==> src/rtl/vga_plot_sink.sv <==
// Pixel sink: buffers (x, y, colour, last) in a FIFO, clips off-screen pixels, strobes the VGA write port.
// Latency 2 cycles accept-to-strobe; in_ready drops while the FIFO is full or in reset; stall freezes the head.

module vga_plot_fifo #(
  parameter int DEPTH = 4,
  parameter int W     = 8
) (
  input  logic         clk,
  input  logic         resetn,
  input  logic         push_i,
  input  logic [W-1:0] din_i,
  input  logic         pop_i,
  output logic [W-1:0] head_o,
  output logic         full_o,
  output logic         empty_o
);
  localparam int AW = $clog2(DEPTH);
  localparam logic [AW:0] DEPTH_C = (AW+1)'(DEPTH);

  logic [W-1:0]  mem_q [DEPTH];
  logic [AW-1:0] wr_q;
  logic [AW-1:0] rd_q;
  logic [AW:0]   cnt_q;

  // Pointers wrap naturally because DEPTH is a power of two.
  always_ff @(posedge clk) begin
    if (!resetn) begin
      wr_q  <= '0;
      rd_q  <= '0;
      cnt_q <= '0;
    end else begin
      if (push_i) wr_q <= wr_q + AW'(1);
      if (pop_i)  rd_q <= rd_q + AW'(1);
      case ({push_i, pop_i})
        2'b10:   cnt_q <= cnt_q + (AW+1)'(1);
        2'b01:   cnt_q <= cnt_q - (AW+1)'(1);
        default: cnt_q <= cnt_q;
      endcase
    end
  end

  always_ff @(posedge clk) begin
    if (push_i) mem_q[wr_q] <= din_i;
  end

  assign head_o  = mem_q[rd_q];
  assign full_o  = (cnt_q == DEPTH_C);
  assign empty_o = (cnt_q == '0);
endmodule

module vga_plot_sink #(
  parameter int DEPTH    = 4,
  parameter int COLOUR_W = 3
) (
  input  logic                clk,
  input  logic                resetn,
  input  logic                in_valid,
  output logic                in_ready,
  input  logic [8:0]          in_x,
  input  logic [7:0]          in_y,
  input  logic [COLOUR_W-1:0] in_colour,
  input  logic                in_last,
  input  logic                stall,
  input  logic                clear,
  output logic [8:0]          vga_x,
  output logic [7:0]          vga_y,
  output logic [COLOUR_W-1:0] vga_colour,
  output logic                vga_plot,
  output logic [16:0]         plotted_count,
  output logic [7:0]          clipped_count,
  output logic                draw_done
);
  typedef struct packed {
    logic [8:0]          x;
    logic [7:0]          y;
    logic [COLOUR_W-1:0] colour;
    logic                last;
  } pix_t;

  localparam int PW = $bits(pix_t);

  pix_t in_pix;
  pix_t head;
  logic full;
  logic empty;
  logic push;
  logic pop;
  logic on_screen;

  logic [8:0]          vga_x_q, vga_x_d;
  logic [7:0]          vga_y_q, vga_y_d;
  logic [COLOUR_W-1:0] vga_colour_q, vga_colour_d;
  logic                plot_q, plot_d;
  logic                done_q, done_d;
  logic [16:0]         plotted_q, plotted_d;
  logic [7:0]          clipped_q, clipped_d;

  assign in_pix = {in_x, in_y, in_colour, in_last};

  // Ready looks only at occupancy, never at a same-cycle pop.
  assign in_ready  = !full && resetn;
  assign push      = in_valid && in_ready;
  assign pop       = !empty && !stall;
  assign on_screen = (head.x < 9'd320) && (head.y < 8'd240);

  vga_plot_fifo #(.DEPTH(DEPTH), .W(PW)) u_fifo (
    .clk     (clk),
    .resetn  (resetn),
    .push_i  (push),
    .din_i   (in_pix),
    .pop_i   (pop),
    .head_o  (head),
    .full_o  (full),
    .empty_o (empty)
  );

  always_comb begin
    vga_x_d      = vga_x_q;
    vga_y_d      = vga_y_q;
    vga_colour_d = vga_colour_q;
    plot_d       = 1'b0;
    done_d       = 1'b0;
    plotted_d    = plotted_q;
    clipped_d    = clipped_q;
    if (pop) begin
      done_d = head.last;
      if (on_screen) begin
        vga_x_d      = head.x;
        vga_y_d      = head.y;
        vga_colour_d = head.colour;
        plot_d       = 1'b1;
        plotted_d    = plotted_q + 17'd1;
      end else if (clipped_q != 8'hFF) begin
        clipped_d = clipped_q + 8'd1;
      end
    end
    // Clear wins over any same-cycle count; the strobe itself is unaffected.
    if (clear) begin
      plotted_d = '0;
      clipped_d = '0;
    end
  end

  always_ff @(posedge clk) begin
    if (!resetn) begin
      vga_x_q      <= '0;
      vga_y_q      <= '0;
      vga_colour_q <= '0;
      plot_q       <= 1'b0;
      done_q       <= 1'b0;
      plotted_q    <= '0;
      clipped_q    <= '0;
    end else begin
      vga_x_q      <= vga_x_d;
      vga_y_q      <= vga_y_d;
      vga_colour_q <= vga_colour_d;
      plot_q       <= plot_d;
      done_q       <= done_d;
      plotted_q    <= plotted_d;
      clipped_q    <= clipped_d;
    end
  end

  assign vga_x         = vga_x_q;
  assign vga_y         = vga_y_q;
  assign vga_colour    = vga_colour_q;
  assign vga_plot      = plot_q;
  assign draw_done     = done_q;
  assign plotted_count = plotted_q;
  assign clipped_count = clipped_q;
endmodule
==> config.mk <==
export PLATFORM = sky130hd
export DESIGN_NAME = vga_plot_sink
export DESIGN_NICKNAME = d
export VERILOG_FILES = /design/src/rtl/vga_plot_sink.sv
export SDC_FILE = /design/constraint.sdc
export NUM_CORES = 1
export LEC_CHECK = 0
export ABC_AREA = 1
export CAP_MARGIN = 10
export CORE_MARGIN = 2
export CORE_UTILIZATION = 50
export DETAILED_ROUTE_END_ITERATION = 10
export HOLD_SLACK_MARGIN = 0.12
export PLACE_DENSITY = 0.84
export SLEW_MARGIN = 20
export SYNTH_ARGS = -nofsm -noshare
export SYNTH_HDL_FRONTEND = slang
export SYNTH_SLANG_ARGS = --single-unit
==> constraint.sdc <==
create_clock -name clk -period 6.05 [get_ports clk]
set_input_delay 1.21 -clock clk [delete_from_list [all_inputs] [get_ports clk]]
set_output_delay 1.21 -clock clk [all_outputs]
set_load 0.02 [all_outputs]
# == Word level (Yosys, flattened, before mapping) ==
# Memory sizes are Yosys's and may differ from the RTL's. A register that Yosys moved wholly into a read port is not among the register bits.
# Index checks and enable logic that the tools add are counted.
# classes
n_bitwise,2
n_mux,6
addsub,6
order_cmp,2
n_reduce_logical,13
n_eq_ne,4
# ops
op,count
$add A17 B1 Y17 const B,1
$lt A9 B9 Y1 const B,1
$add A8 B1 Y8 const B,1
$lt A8 B8 Y1 const B,1
$ne A8 B8 Y1 const B,1
$pmux W3 S2,1
$add A2 B1 Y2 const B,2
$logic_and A1 B1 Y1,4
$mux W2,2
$reduce_and A2 Y1,2
$add A3 B1 Y3 const B,1
$eq A3 B3 Y1 const B,1
$logic_not A1 Y1,3
$logic_not A3 Y1,1
$mux W1,3
$reduce_and A3 Y1,1
$sub A3 B1 Y3 const B,1
$eq A2 B1 Y1 const B,1
$eq A2 B2 Y1 const B,1
$not A1 Y1,2
$reduce_bool A2 Y1,1
$reduce_or A2 Y1,1
# word_totals
register_bits,54
in_bits,26
word_cells,44
output_inout_bits,48
n_memories,1
ramBits,84
# memory_table
name,depth,word_bits,read_ports,rd_clocked_by_memory_dff,wr,line,rtl
u_fifo.mem_q,4,21,1,1,1,20,logic [W-1:0] mem_q [DEPTH];

# == Longest topological paths before layout ==
# depth
depth_word,6
mapped_depth,12
ltp_nobuf,11

# == By module ==
# Synthesis repeated with hierarchy kept, for this count alone.
# unflattened
cells_unflattened,558
hier_area_um2,5810.6
# modules_own_cells
mod,instances,area_each_um2,seq_area_each_um2,cells_per_inst
vga_plot_fifo,1,3608.5,2702.6,261
vga_plot_sink,1,2202.1,940.9,297

# == Worst setup path before layout ==
# No wires, ideal clock.
# synth_path
path_kind,input -> register
startpoint,input resetn
endpoint,memory u_fifo.mem_q[0][0] (netlist bit) (enable)
stages,4
required_ps,5651
arrival_ps,2957
setup_time_ps,399
n_path_buf,0
path_slack_ps,2694
path_cell_list,inv_1 -> a31oi_1 -> nand2_1 -> nor2_1
# synth_via
elab_chain_len,4
# synth_rtl
element,line,rtl
start: declaration,56,"input logic resetn,"
$logic_and A1 B1 Y1,101,assign in_ready = !full && resetn;
named net in_ready,58,"output logic in_ready,"
$logic_and A1 B1 Y1,102,assign push = in_valid && in_ready;
$mux W1,43,if (push_i) mem_q[wr_q] <= din_i;
$mux W1 (not written as such),43,
end: declaration,20,
# The timed path passes the listed nets, and every way through them passes these cells.

# == Worst setup path in the final report ==
# layout_path
startpoint,input resetn
endpoint,output in_ready
# layout_via
elab_chain_len,1
# layout_rtl
element,line
$logic_and A1 B1 Y1,101
end: declaration,58
# Every way passes these cells.

==> results <==
- The post-synthesis instance total is 557.
- At the end of the flow, the number of nets in the layout was 661.
- After detailed routing, the wire length on met1 is 4940 µm.
- The post-route netlist has 6.56% of its cells at a drive strength greater than 1.
- The wire length of the first global-routing pass is 19,800 µm.
- In this run, the clock network consumes 35.4% of the power.
- The number of cells upsized or downsized after cts is 0.
- Counting the buffers created by CTS gives 17.
- The highest metal layer used by the detailed router is met4.
- For flop-to-flop paths, the worst setup slack is 3250 ps.
- In this run the count of I/O pins placed on the die edge is 74.
- The global placer's final weighted congestion is 0.908.
- Among all flip-flop cells after synthesis, the most frequent one is sky130_fd_sc_hd__edfxtp_1.
- The total vias in the final route is 4,264.
- The via count of the first global-routing pass is 4,125.
- The starting utilization of the core area is 51.9%.
- The required time at the endpoint of the critical path is 4840 ps.
- The first-pass iteration count of the detailed router is 6.
- The synthesized area is 5670 µm².
- The register clock-pin slew on the reported worst setup and hold paths is 60 ps.
- The final count of hold timing violations came to 0.
- In the final routed layout, each cell accounts on average for 15.5 µm.
- The number of nets in the synthesized netlist is 591.
- Dividing the synthesized area by the synthesized cell count gives 10.2 µm².
- For the pin with the worst max-slew slack, the measured transition is 950 ps.
- After synthesis the netlist holds a flip-flop and latch count of 140.
- During placement, the flow inserted port buffers numbering 73.
- Counting flops with an async set or reset pin after synthesis yields a share of 0%.
- The power density over the cells is 375 nW/µm².
- The top cell type by area accounts for 44.5% of the synthesized area.
- The die covers 12,200 µm².
- Dividing the final minimum period by the clock period gives 74.0%.
- The commonest cells after synthesis are 126 x sky130_fd_sc_hd__nand2_1, 84 x sky130_fd_sc_hd__edfxtp_1, 68 x sky130_fd_sc_hd__nor2_1.
- Summed over all layers, the routed wires come to 12,100 µm.
- The element type at the critical path start is an input pin.
- Synthesis instantiated 26 different standard cells from the library.
- The chip height is 111 µm.
- The largest fanout of any net on the critical path is 16.
- By area the synthesized netlist is led by sky130_fd_sc_hd__edfxtp_1 44%, sky130_fd_sc_hd__dfxtp_1 20%, sky130_fd_sc_hd__nand2_1 8.3%.
- The synthesized design contains 84 enable-type register cells.
- The top achievable clock speed is 0.223 GHz.
- The worst-case clock buffer depth is 2.
- The critical path class is input pin to output pin.
- The final worst clock skew is 5.25 ps.
- Of all cell types, the one taking the most synthesized area is sky130_fd_sc_hd__edfxtp_1.
- Once layout is done, the placed cells without fillers occupy 7020 µm².
- Headroom to the max-slew limit came out at 36.4%.
- Entering global routing, the biggest net connects 45 pins.
- The worst setup path startpoint is resetn.
- The number of H-tree branching levels is 4.
- The detailed route wirelength on metal3 is 605 µm.
- At the worst endpoint, the arrival time is 3260 ps.
- The worst-case IR drop observed on VDD is 0.224 mV.
- The number of antenna diodes in the final layout is 0.
- The number of vias per cell is 5.47.
- The final number of setup-violating endpoints is 0.
- The number of slew-limit violations in the final report is 0.
- The worst hold path begins at vga_colour[0].
- After detailed routing, the met2 layer carries 6250 µm of wire.
- The area growth from synthesis to layout is 23.7%.
- The number of hold buffers added after CTS was 0.
- The clock tree from TritonCTS is done.
- The number of design rule violations left after detail routing is 0.
- The share of the core filled with cells is 64.2%.
- The sum of negative setup slack is 0 ps.
- The sequential cell fraction of total power is 43.1%.
- Summed over all cells, the static leakage comes to 2.43 nW.
- The number of max-capacitance violations reported is 0.
- The analysis attributes to net switching a power of 0.000794 W.
- The core region is 10,900 µm².
- The Yosys step of the flow raised 0 warnings.
- After global routing the overflow that remains totals 0.
- STA classifies the critical path endpoint as an output pin.
- The flow ran to the end, and the final reports show no timing, DRC or antenna violations.
- Per report_power, the combinational group accounts for 21.4% of the total.
- For this design, the sink count on the clock tree is 140.
- Setup repair after global routing left no endpoint under its margin.
- The floorplan has 38 rows.
- The post-detailed-placement half-perimeter wirelength is 7760 µm.
- For the worst-skew pair, the clock arrives at the later sink with an insertion delay of 420 ps.
- The sequential element share of the synthesized area is 64.2%.
- In this run the remaining antenna-violating nets after routing total 0.
- Among all cell types in the netlist, the one instantiated most often is sky130_fd_sc_hd__nand2_1.
- Measured along the x axis, the die boundary spans 111 µm.
- The path class of the lowest-slack min-delay path is register to register.
- Internal power comes to 0.00184 W.
- The worst path needs 4470 ps of the cycle, external delays included.
- After the first detailed-routing iteration, the DRC count stood at 374.
- The root buffer selected by CTS is sky130_fd_sc_hd__clkbuf_16.
- In this run switching power makes up 30.2% of total power.
- The overall fraction of global-route tracks in use is 20.4%.
- In this run the cell area measured after placement is 6460 µm².
- The buffers inserted during post-CTS setup optimization is 0.
- The initial antenna violation count is 0.
-- power groups by stage --
stage	sequential (W)	combinational [W]	clock, W
global route	0.00114	0.000626	0.000990
global placement	0.00115	0.000532	0
floorplan	0.00119	0.000340	0
finish	0.00114	0.000564	0.000933
detailed placement	0.00116	0.000553	0
CTS	0.00114	0.000559	0.000943
-- cells by family after synthesis --
logic type,Yosys count,synth area share [%]
buffers and inverters,48,4.06
adder cells (fa/ha/maj),8,1.90
flip-flops,140,64.2
XOR/XNOR,21,3.24
AND/OR/NAND/NOR,232,16.6
AO/OA/AOI/OAI,108,9.97
-- sequential cells by signal, indices dropped and copies added, names as in the netlist, named ones only --
name,cells
plotted_count,17
u_fifo.wr_q,2
clipped_count,8
u_fifo.cnt_q,3
draw_done,1
u_fifo.rd_q,2
vga_x,9
vga_colour,3
u_fifo.mem_q,84
vga_plot,1
vga_y,8
-- critical path, cell delays in order --
cell,delay (ps)
sky130_fd_sc_hd__clkdlybuf4s50_1,720
sky130_fd_sc_hd__inv_1,380
sky130_fd_sc_hd__a31oi_1,300
sky130_fd_sc_hd__clkdlybuf4s50_1,640
-- worst paths after layout --
check,endpoint,cells after the start
setup / recovery,in_ready,4
hold / removal,vga_colour[0],2
setup reg to reg,vga_y[0],11
hold reg to reg,vga_colour[0],2
-- area by class of cell --
class | count | area (µm²)
clock inverter | 13 | 103
sequential | 140 | 3640
inverter | 24 | 90.1
clock buffer | 19 | 433
fill | 834 | 3920
tap | 140 | 175
multi-input combinational | 369 | 1830
timing repair buffer | 75 | 746
-- cell usage in the layout, fill, tap and decap left out, drive strengths merged, types with 4 or more instances in the layout --
cell           instances
nand2                127
edfxtp                84
clkdlybuf4s50         73
nor2                  68
dfxtp                 56
a21oi                 51
o21ai                 40
nand3                 26
inv                   24
clkbuf                19
xor2                  17
o22ai                 13
nand4                  8
ha                     7
clkinv                 7
clkinvlp               5
xnor2                  4
-- per-layer routing --
metal	vias to the layer above	track usage, %
li1	2053	-
met1	2038	24.1
met2	148	35.2
met3	25	4.28
met4	0	10.7
met5	-	0
-- metrics by stage --
step	cells	hold WS, ps	setup WS, ps	power (W)
global route	780	483	1390	0.00276
detailed placement	748	456	1580	0.00171
CTS	780	465	1560	0.00264
global placement	748	452	1650	0.00168
finish	780	464	1580	0.00263
floorplan	557	436	2690	0.00153
(Power assumes the default switching activity.)
==> RTL edit 1 (same flow settings) <==
`DEPTH` is set to 4 in 2 places; all go to 8.
--- a/src/rtl/vga_plot_sink.sv
+++ b/src/rtl/vga_plot_sink.sv
@@ -2,7 +2,7 @@
 // Latency 2 cycles accept-to-strobe; in_ready drops while the FIFO is full or in reset; stall freezes the head.
 
 module vga_plot_fifo #(
-  parameter int DEPTH = 4,
+  parameter int DEPTH = 8,
   parameter int W     = 8
 ) (
   input  logic         clk,
@@ -49,7 +49,7 @@
 endmodule
 
 module vga_plot_sink #(
-  parameter int DEPTH    = 4,
+  parameter int DEPTH    = 8,
   parameter int COLOUR_W = 3
 ) (
   input  logic                clk,
Formal check against the unedited RTL: not equivalent (a bounded check fails within 10 cycles, from zero or initial values and one cycle with resetn low).
==> RTL edit 1 against the original RTL <==
- register-to-register slack worse by 990 ps
- first-iteration DRC count is 95% higher
- worst setup slack better by 210 ps
- cell area is 61% higher
- synthesized cell count is 71% higher
- sequential cell count is 88 higher
- total power is 71% higher
- synthesized area is 70% higher
- routed wire length is 81% higher
- die area is 67% higher
- critical endpoint unchanged
==> RTL edit 1: results (changes against the original RTL) <==
most frequent cells after synthesis sky130_fd_sc_hd__nand2_1 (268), sky130_fd_sc_hd__edfxtp_1 (168), sky130_fd_sc_hd__nand3_1 (127) (was sky130_fd_sc_hd__nand2_1 (126), sky130_fd_sc_hd__edfxtp_1 (84), sky130_fd_sc_hd__nor2_1 (68)); clock latency reported for the late side of the worst-skew pair 520 ps (was 420 ps); start point of the worst hold path vga_x[6]$_SDFFE_PN0P_ (was vga_colour[0]$_SDFFE_PN0P_); # H-tree levels 1 (was 4); vias after detailed routing 7057 (was 4264); largest reg by FF count u_fifo.mem_q (unchanged); top post-synthesis cells by area sky130_fd_sc_hd__edfxtp_1 (52%), sky130_fd_sc_hd__dfxtp_1 (12%), sky130_fd_sc_hd__nand2_1 (10%), sky130_fd_sc_hd__nand3_1 (6.6%), sky130_fd_sc_hd__a21oi_1 (2.9%) (was sky130_fd_sc_hd__edfxtp_1 (44%), sky130_fd_sc_hd__dfxtp_1 (20%), sky130_fd_sc_hd__nand2_1 (8.3%), sky130_fd_sc_hd__a21oi_1 (4.5%), sky130_fd_sc_hd__nor2_1 (4.5%)); final layout net count 1041 (was 661); number of clock buffers inserted by TritonCTS 23 (was 17); placed cell count 1243 (was 748); largest stage delay on the critical path 660 ps (was 720 ps); worst reg-to-reg setup slack 2260 ps (was 3250 ps); Final GP Congestion 0.8962 (was 0.9077); cell leakage power 4.124 nW (was 2.431 nW); Post-Layout Cell Count 1285 (was 780); estimated wirelength of the detail-placed design 13.10 mm (was 7.761 mm); number of enable flip-flop cells after synthesis 168 (was 84); total global-route track usage 21.52% (was 20.44%); switching share of power 33.00% (was 30.15%); Fillers 1490 (was 834); Cell Area, Placed 10520 um2 (was 6464 um2); worst supply voltage drop on vdd 0.0002538 V (was 0.0002243 V); synthesized area per cell 10.11 um2 (was 10.18 um2); Synth Area in Adders 0.9096% (was 1.897%); synthesized netlist net count 985 (was 591); WP data arrival 3050 ps (was 3260 ps); proportion of synthesized chip area in sequential cells 64.86% (was 64.23%); largest fanout of any net on the critical path 25 (was 16); Largest register FFs 168 (was 84); r2r endpoint vga_y[6]$_SDFFE_PN0P_ (was vga_y[0]$_SDFFE_PN0P_); starting DRC count in detailed routing 730 (was 374); Synth Area in Compound Gates 4.392% (was 9.969%); Layout Skew 11.39 ps (was 5.251 ps); DR WL/cell 17.08 um (was 15.52 um); fraction of final layout cells sized beyond drive strength 1 5.951% (was 6.563%); wire length of the first global-routing pass 34.80 mm (was 19.80 mm); largest net degree at the start of global routing 52 (was 45); status finished, final reports clean (unchanged); clock buffer depth 3 (was 2); fraction of synthesized cell area in xor and xnor cells 1.819% (was 3.242%); number of global-route vias before repair 6795 (was 4125); post-synthesis cell type count 32 (was 26); cell depth of the worst flop-to-flop path 12 (was 11); number of iterations in the first detailed-routing pass 5 (was 6)
-- RTL edit 1: routing by layer --
layer,global-route usage (%),share of wire [%],vias to the layer above
met5,0,0,-
met4,8.077,3.3,0
met3,3.689,8.0,56
met2,35.15,47,309
met1,29.07,41,3325
li1,-,-,3367
-- RTL edit 1: power groups by stage --
stage,sequential [mW],clock (mW),combinational [mW]
after floorplan,1.90,0,0.805
after global placement,1.89,0,1.12
after detailed placement,1.89,0,1.15
after CTS,1.86,1.47,1.16
after global routing,1.88,1.54,1.29
final,1.86,1.46,1.17
-- RTL edit 1: worst min-delay path by stage --
stage / end / slack [ps] / cells past startpoint
floorplan: flop / 430 / 2
global placement: u_fifo.rd_q[2]$_SDFFE_PN0P_ / 450 / 2
detailed placement: vga_x[6]$_SDFFE_PN0P_ / 460 / 2
CTS: vga_x[6]$_SDFFE_PN0P_ / 470 / 2
global route: vga_y[3]$_SDFFE_PN0P_ / 480 / 2
finish: vga_x[6]$_SDFFE_PN0P_ / 470 / 2
-- RTL edit 1: layout make-up --
class | instances | area [um2] | area share (%)
clock buffer | 32 | 650.6 | 5.753
clock inverter | 10 | 128.9 | 1.140
inverter | 74 | 277.8 | 2.456
multi-input combinational | 598 | 2874 | 25.41
sequential | 228 | 6247 | 55.24
tap | 260 | 325.3 | 2.876
timing repair buffer | 83 | 805.8 | 7.125
-- RTL edit 1: cells by family after synthesis --
kind of cell | count (synthesis)
simple gates | 493
flops | 228
buf+inv | 126
compound gates | 78
xor+xnor | 20
fa+ha+maj | 7
-- RTL edit 1: metrics by stage --
step	total power [mW]	hold WS (ps)	worst slack (ps)
3_3_place_gp	3.006	447.8	1848
6_report	4.498	466.9	1789
5_1_grt	4.705	484.0	1675
3_5_place_dp	3.042	456.5	1679
4_1_cts	4.497	466.4	1780
2_1_floorplan	2.710	433.4	2306
-- RTL edit 1: worst reg2reg max path, cell delays in order (launching register included) --
cell and delay [ps]:
sky130_fd_sc_hd__dfxtp_2 920, sky130_fd_sc_hd__inv_2 510, sky130_fd_sc_hd__nand2_1 170, sky130_fd_sc_hd__nand2_1 60
sky130_fd_sc_hd__nand2_1 50, sky130_fd_sc_hd__nand3_1 80, sky130_fd_sc_hd__nand2_1 190, sky130_fd_sc_hd__nand2_1 70
sky130_fd_sc_hd__nand2_1 60, sky130_fd_sc_hd__buf_4 370, sky130_fd_sc_hd__nand3_2 720, sky130_fd_sc_hd__a21oi_1 390
sky130_fd_sc_hd__nor2_1 70
==> RTL edit 2 (same flow settings) <==
Without the edit above. Put one more register stage on the output `plotted_count`. The value now appears one clock later. The other outputs are not delayed to match.
--- a/src/rtl/vga_plot_sink.sv
+++ b/src/rtl/vga_plot_sink.sv
@@ -166,6 +166,8 @@
   assign vga_colour    = vga_colour_q;
   assign vga_plot      = plot_q;
   assign draw_done     = done_q;
-  assign plotted_count = plotted_q;
+  always_ff @(posedge clk) begin
+    plotted_count <= plotted_q;
+  end
   assign clipped_count = clipped_q;
 endmodule
Behaviour: not the same (a bounded check fails within 4 cycles, from zero or initial values and one cycle with resetn low).
==> RTL edit 2 against the original RTL <==
- synthesized area is 9.6% higher
- sequential cell count is 17 higher
- worst hold slack worse by 73 ps
- total power is 12% higher
- cell area is 9.0% higher
- fmax is 6.9% higher
- routed wire length is 6.1% higher
- worst setup slack better by 290 ps
- critical path type unchanged
- largest power group unchanged
==> RTL edit 2: results (changes against the original RTL) <==
switching share of power 31.08% (was 30.15%); Final Routed Wirelength 12.85 mm (was 12.11 mm); Comb. pwr 0.638 mW (was 0.564 mW); #MultiIn Comb 397 (was 369); final layout net count 719 (was 661); grt met1 use 25.49% (was 24.08%); status finished, final reports clean (unchanged); Non-clock buffers 76 (was 75); total global-route track usage 20.52% (was 20.44%); met2 demand-to-capacity share in global routing 33.68% (was 35.17%); Final GP Congestion 0.8480 (was 0.9077); number of iterations in the first detailed-routing pass 5 (was 6); start point of the worst hold path plotted_q[3]$_SDFFE_PP0P_ (was vga_colour[0]$_SDFFE_PN0P_); Placement Setup Slack 1869 ps (was 1584 ps); worst reg-to-reg setup slack 2690 ps (was 3250 ps); fraction of final layout cells sized beyond drive strength 1 6.447% (was 6.563%); Layout Skew 7.337 ps (was 5.251 ps); synthesized netlist net count 654 (was 591); endpoint of the worst hold-timing path plotted_count[3]$_DFF_P_ (was vga_colour[0]$_SDFFE_PN0P_); estimated wirelength of the detail-placed design 8.027 mm (was 7.761 mm); cell leakage power 2.671 nW (was 2.431 nW); proportion of synthesized chip area in sequential cells 64.09% (was 64.23%); Hold Path Depth 0 (was 2); WP data arrival 2980 ps (was 3260 ps); total area of multi-input combinational cells 1981 um2 (was 1829 um2); DR WL/cell 14.84 um (was 15.52 um); post-synthesis cell type count 30 (was 26); most frequent cells after synthesis sky130_fd_sc_hd__nand2_1 (128), sky130_fd_sc_hd__edfxtp_1 (84), sky130_fd_sc_hd__dfxtp_1 (73) (was sky130_fd_sc_hd__nand2_1 (126), sky130_fd_sc_hd__edfxtp_1 (84), sky130_fd_sc_hd__nor2_1 (68)); sequential cell area 3984 um2 (was 3643 um2); CLK BUF 18 (was 19); number of global-route vias before repair 4372 (was 4125); Fillers 918 (was 834); Max Fclk 238.8 MHz (was 223.5 MHz); cell depth of the worst flop-to-flop path 7 (was 11); placed cell count 834 (was 748)
RTL edit 2: metal layers:
layer | vias up | wire (um)
met2 | 188 | 6479
li1 | 2282 | -
met1 | 2228 | 5267
met4 | 0 | 265
met5 | - | 0
met3 | 25 | 836
RTL edit 2: cell families (layout without fill, tap and decap cells):
family / count (synthesis) / in the layout / share of synthesized area, %
and+or+nand+nor: 271 / 271 / 19.08
DFF: 157 / 157 / 64.09
buffers and inverters: 66 / 144 / 4.569
adders and majority gates: 8 / 8 / 1.731
xor gates and xnor gates: 11 / 11 / 1.550
AOI/OAI and AO/OA: 107 / 107 / 8.978
RTL edit 2: per-stage QoR:
stage | total power [mW] | area (um2) | hold WS, ps
finish | 2.938 | 7649 | 390.5
global route | 3.062 | 7649 | 402.1
CTS | 2.940 | 7629 | 390.1
detailed placement | 1.903 | 7043 | 379.8
global placement | 1.876 | 7043 | 377.9
floorplan | 1.704 | 6216 | 360.4
